**src/rtl/regfile_wb_arbiter.sv**
```systemverilog
// Register file write-port arbiter: shares AD3/WE3/WD3 between pipeline
// writeback and buffered multicycle results, with a busy-register scoreboard.
module regfile_wb_arbiter #(
    parameter int ADDRESS_WIDTH = 5,
    parameter int DATA_WIDTH    = 32,
    parameter int FIFO_DEPTH    = 2,
    parameter int STARVE_LIMIT  = 4
) (
    input  logic                        clk,
    input  logic                        rst_n,
    input  logic                        alu_we,
    input  logic [ADDRESS_WIDTH-1:0]    alu_rd,
    input  logic [DATA_WIDTH-1:0]       alu_wd,
    output logic                        wb_stall,
    input  logic                        mc_valid,
    output logic                        mc_ready,
    input  logic [ADDRESS_WIDTH-1:0]    mc_rd,
    input  logic [DATA_WIDTH-1:0]       mc_wd,
    input  logic                        iss_valid,
    input  logic [ADDRESS_WIDTH-1:0]    iss_rd,
    input  logic [ADDRESS_WIDTH-1:0]    dec_rs1,
    input  logic [ADDRESS_WIDTH-1:0]    dec_rs2,
    input  logic [ADDRESS_WIDTH-1:0]    dec_rd,
    output logic                        hazard_stall,
    output logic [ADDRESS_WIDTH-1:0]    AD3,
    output logic                        WE3,
    output logic [DATA_WIDTH-1:0]       WD3,
    output logic [2**ADDRESS_WIDTH-1:0] busy
);

    localparam int NREG  = 2**ADDRESS_WIDTH;
    localparam int PTR_W = $clog2(FIFO_DEPTH);
    localparam int CNT_W = $clog2(FIFO_DEPTH + 1);
    localparam int STV_W = (STARVE_LIMIT > 0) ? $clog2(STARVE_LIMIT + 1) : 1;

    logic [ADDRESS_WIDTH-1:0] rd_q [FIFO_DEPTH];
    logic [DATA_WIDTH-1:0]    wd_q [FIFO_DEPTH];

    logic [PTR_W-1:0] head_q, head_d;
    logic [PTR_W-1:0] tail_q, tail_d;
    logic [CNT_W-1:0] count_q, count_d;
    logic [STV_W-1:0] starve_q, starve_d;
    logic [NREG-1:0]  busy_q, busy_d;

    logic                     fifo_ne;
    logic                     starved;
    logic                     push;
    logic                     pop;
    logic [ADDRESS_WIDTH-1:0] head_rd;
    logic [DATA_WIDTH-1:0]    head_wd;

    assign fifo_ne = (count_q != '0);
    assign starved = (starve_q == STV_W'(STARVE_LIMIT));
    assign head_rd = rd_q[head_q];
    assign head_wd = wd_q[head_q];

    // Ready uses only the registered count, so a full FIFO never takes a pop credit.
    assign mc_ready = rst_n && (count_q < CNT_W'(FIFO_DEPTH));
    assign push     = mc_valid && mc_ready;
    assign pop      = rst_n && fifo_ne && (!alu_we || starved);
    assign wb_stall = rst_n && fifo_ne && alu_we && starved;

    assign hazard_stall = rst_n &&
                          (busy_q[dec_rs1] || busy_q[dec_rs2] || busy_q[dec_rd]);
    assign busy = busy_q;

    always_comb begin
        AD3 = '0;
        WD3 = '0;
        WE3 = 1'b0;
        if (rst_n) begin
            if (pop) begin
                AD3 = head_rd;
                WD3 = head_wd;
                WE3 = (head_rd != '0);
            end else begin
                AD3 = alu_rd;
                WD3 = alu_wd;
                WE3 = alu_we && (alu_rd != '0);
            end
        end
    end

    always_comb begin
        head_d   = head_q;
        tail_d   = tail_q;
        count_d  = count_q;
        starve_d = starve_q;
        busy_d   = busy_q;

        if (push) tail_d = tail_q + PTR_W'(1);
        if (pop)  head_d = head_q + PTR_W'(1);

        unique case ({push, pop})
            2'b10:   count_d = count_q + CNT_W'(1);
            2'b01:   count_d = count_q - CNT_W'(1);
            default: count_d = count_q;
        endcase

        if (pop || !fifo_ne) begin
            starve_d = '0;
        end else if (alu_we) begin
            starve_d = starve_q + STV_W'(1);
        end

        // Issue is applied after commit so a same-cycle set beats the clear.
        if (pop) busy_d[head_rd] = 1'b0;
        if (iss_valid && (iss_rd != '0)) busy_d[iss_rd] = 1'b1;
        busy_d[0] = 1'b0;
    end

    always_ff @(posedge clk) begin
        if (!rst_n) begin
            head_q   <= '0;
            tail_q   <= '0;
            count_q  <= '0;
            starve_q <= '0;
            busy_q   <= '0;
        end else begin
            head_q   <= head_d;
            tail_q   <= tail_d;
            count_q  <= count_d;
            starve_q <= starve_d;
            busy_q   <= busy_d;
        end
    end

    always_ff @(posedge clk) begin
        if (push) begin
            rd_q[tail_q] <= mc_rd;
            wd_q[tail_q] <= mc_wd;
        end
    end

endmodule

```
**config.mk**
```make
export PLATFORM = sky130hd
export DESIGN_NAME = regfile_wb_arbiter
export DESIGN_NICKNAME = d
export VERILOG_FILES = /design/src/rtl/regfile_wb_arbiter.sv
export SDC_FILE = /design/constraint.sdc
export NUM_CORES = 1
export LEC_CHECK = 0
export CORE_MARGIN = 3
export CORE_UTILIZATION = 47
export CTS_CLUSTER_SIZE = 12
export DETAILED_ROUTE_END_ITERATION = 7
export GPL_ROUTABILITY_DRIVEN = 0
export GPL_TIMING_DRIVEN = 0
export PLACE_DENSITY = 0.82
export SYNTH_ARGS = -nofsm -noshare
export SYNTH_HDL_FRONTEND = slang
export SYNTH_SLANG_ARGS = --single-unit
```
**constraint.sdc**
```tcl
create_clock -name clk -period 4.9 [get_ports clk]
set_input_delay 0.98 -clock clk [delete_from_list [all_inputs] [get_ports clk]]
set_output_delay 0.98 -clock clk [all_outputs]
set_load 0.02 [all_outputs]
```
==> impl_metrics.env <==
export IMPL_async_reset_ff_frac=0
export IMPL_synth_cell_type_count=53
export IMPL_grt_pass1_vias=5152
export IMPL_path_clk_slew_ps=50
export IMPL_period_needed_ps=4610
export IMPL_nFillCells=847
export IMPL_drive_gt1_frac=0.101
export IMPL_die_area_mm2=0.0135
export IMPL_cts_tree="yes"
export IMPL_start_util=0.490
export IMPL_coreArea_mm2=0.0116
export IMPL_grt_max_degree=38
export IMPL_yosysSeqAreaShare=0.528
export IMPL_wl_per_cell_um=20.4
export IMPL_setup_viol=0
export IMPL_cp_max_fo=10
export IMPL_cts_root_buf="clkbuf_16"
export IMPL_slew_headroom=0.316
export IMPL_report_final_slew_viol_count=0
export IMPL_cp_top_family="buffers and inverters"
export IMPL_hold_buffers=0
export IMPL_required_ps=3920
export IMPL_nNetsFinal=792
export IMPL_netlist_instances=508
export IMPL_synth_fp_nets=610
export IMPL_drc_errors=1
export IMPL_ctsHtreeMaxLevel=4
export IMPL_fin_setup_tns_ps=0
export IMPL_overflow=0
export IMPL_grt_antenna_before_repair=0
export IMPL_final_hold_violation_count=0
export IMPL_crit_top_cell="clkdlybuf4s50_1"
export IMPL_ir_drop_v=0.000303
export IMPL_dp_hpwl_mm=12.4
export IMPL_skew_ps=8.60
export IMPL_cts_buffer_depth=2
export IMPL_fin_crit_sh=0.941
export IMPL_cts_setup_buffers=0
export IMPL_drt_pass1_iterations=7
export IMPL_placementRows=39
export IMPL_max_freq_mhz=217
export IMPL_drt_initial_drc_count=332
export IMPL_worstSkewPairLatency_ps=410
export IMPL_slowest_delay_ps=670
export IMPL_synth_edf_count=74
export IMPL_slowest_stage="clkdlybuf4s50_1"
export IMPL_track_usage=0.260
export IMPL_outcome="finished with violations"
export IMPL_design_area_mm2=0.00815
export IMPL_rsz0062_at_grt="false"
export IMPL_postPlaceCellArea_mm2=0.00752
export IMPL_clock_sinks=113
export IMPL_p_leak_nw=2.77
export IMPL_io_buffers=162
export IMPL_critPathBufInv=3
export IMPL_yosys_warnings=0
export IMPL_crit_arrival_ps=3630
export IMPL_ys_ff_latch=113
export IMPL_cts_buffers=17
export IMPL_syn_to_final_growth_pct=43.3
export IMPL_wl_mm=17.3
export IMPL_violations="design-rule violations"
export IMPL_criticalPathCategory="input pin to output pin"
export IMPL_cts_resized=0
export IMPL_die_h_um=116
export IMPL_critPathLaunchType="input pin"
export IMPL_grt_pass1_wl_mm=26.6
export IMPL_viasPerCell=6.04
export IMPL_worst_pin_slew_ps=1020
export IMPL_end_kind="output pin"
export IMPL_cap_violations=0
export IMPL_hold_class="flip-flop to flip-flop"
export IMPL_antenna_cells=0
export IMPL_vias=5107
export IMPL_syn_area_mm2=0.00569
export IMPL_powerDensity_mw_per_mm2=348
export IMPL_path_cells="clkdlybuf4s50_1 > a21boi_0 > nor2_2 > clkbuf_1 > nor2_1 > a211oi_1 > clkdlybuf4s50_1"
export IMPL_syn_area_per_cell_um2=11.2
export IMPL_postLayoutCoreUtil=0.702
export IMPL_synth_ff_type="edfxtp_1"
export IMPL_final_antenna_net_count=0
export IMPL_pin_count=172
export IMPL_die_w_um=116
report_power, final:
part | total, mW | internal (mW) | leakage (nW) | switching, mW
combinational | 0.440 | 0.207 | 1.47 | 0.233
sequential | 1.08 | 1.06 | 0.994 | 0.0207
clock | 1.32 | 0.856 | 0.298 | 0.464
total | 2.84 | 2.12 | 2.77 | 0.717
per-layer routing:
layer  wire length (um)  part of all wire  track usage
met5                  0                 0            0
met3               1660             0.096       0.0804
met2               8700              0.50        0.447
met4                540             0.031        0.123
met1               6400              0.37        0.296
cell families (layout without fill, tap and decap cells):
kind of cell / after synthesis / in the layout / share of synthesized area
fa+ha+maj: 3 / 3 / 0.00660
compound gates: 135 / 135 / 0.154
flops: 113 / 113 / 0.528
simple gates: 141 / 141 / 0.111
xor+xnor: 5 / 5 / 0.00770
other cells: 1 / 1 / 0.000659
mux: 64 / 64 / 0.154
buf+inv: 46 / 241 / 0.0383
state kept, by name, summed over array words and instances (netlist names), named ones only:
register	flops
wd_q	64
busy	31
rd_q	10
starve_q	3
count_q	2
head_q	1
tail_q	1
cell usage in the layout, fill, tap and decap left out, drive strengths merged, types with 3 or more instances in the layout:
| master | instances |
|---|---|
| mux2 | 4 |
| xor2 | 3 |
| mux4 | 17 |
| clkinvlp | 3 |
| a2111oi | 7 |
| edfxtp | 74 |
| clkdlybuf4s50 | 162 |
| nand2 | 54 |
| and3 | 3 |
| a211oi | 33 |
| dfxtp | 39 |
| bufinv | 4 |
| a221oi | 3 |
| nand2b | 3 |
| nor2 | 53 |
| clkbuf | 31 |
| nand3 | 3 |
| o21ai | 36 |
| clkinv | 5 |
| nor3b | 6 |
| inv | 16 |
| mux2i | 43 |
| buf | 20 |
| nor2b | 7 |
| o32ai | 3 |
| ha | 3 |
| a21oi | 36 |
worst reg2reg max path, delay by kind of cell (launching register included):
family | cells | cell delay [ps]
and+or+nand+nor | 2 | 720
DFF | 1 | 330
AOI/OAI and AO/OA | 2 | 310
adders and majority gates | 2 | 460
buffers and inverters | 3 | 660
cell usage after synthesis, drive strengths merged, types with 2 or more instances:
cell	n	area share
o32ai	3	0.0046
and3b	2	0.0031
and3	3	0.0033
nor2	53	0.035
nor2b	7	0.0077
a21oi	36	0.032
a311oi	2	0.0031
xnor2	2	0.0031
clkbuf	14	0.0092
nand3b	2	0.0026
nand3	3	0.0026
mux2i	43	0.076
mux4	17	0.071
nand2b	3	0.0033
nor3b	6	0.0079
inv	13	0.0086
mux2	4	0.0079
ha	3	0.0066
o21ai	36	0.032
nand2	54	0.036
xor2	3	0.0046
o211a	2	0.0035
nor3	2	0.0018
dfxtp	39	0.14
buf	19	0.020
a2111oi	7	0.012
a211oi	33	0.044
edfxtp	74	0.39
nand4	2	0.0022
nand4b	2	0.0031
a221oi	3	0.0046
o211ai	2	0.0026
worst paths after layout:
kind / startpoint / endpoint / slack (ps) / cells past startpoint
min reg2reg: starve_q[0] / starve_q[0] / 480 / 1
max reg2reg: starve_q[0] / count_q[1] / 2360 / 9
min: starve_q[0] / starve_q[0] / 480 / 1
max: alu_we / WD3[15] / 290 / 7
area by class of cell:
| type | count | area [um2] | area share |
|---|---|---|---|
| Sequential cell | 113 | 3000 | 0.368 |
| Multi-Input combinational cell | 349 | 2480 | 0.304 |
| Timing Repair Buffer | 163 | 1640 | 0.201 |
| Clock buffer | 17 | 425 | 0.0522 |
| Clock inverter | 15 | 208 | 0.0255 |
| Tap cell | 143 | 179 | 0.0219 |
| Buffer | 33 | 169 | 0.0207 |
| Inverter | 13 | 48.8 | 0.00599 |
stage by stage:
step	total power, mW	worst slack, ps	std cells	hold slack (ps)
after floorplan	1.32	1070	508	417
after CTS	2.84	88.0	846	483
after global placement	1.51	243	813	423
after detailed placement	1.53	117	814	472
final	2.84	289	846	478
after global routing	2.92	101	846	512
Note: power is estimated with default switching activity, not from simulation.
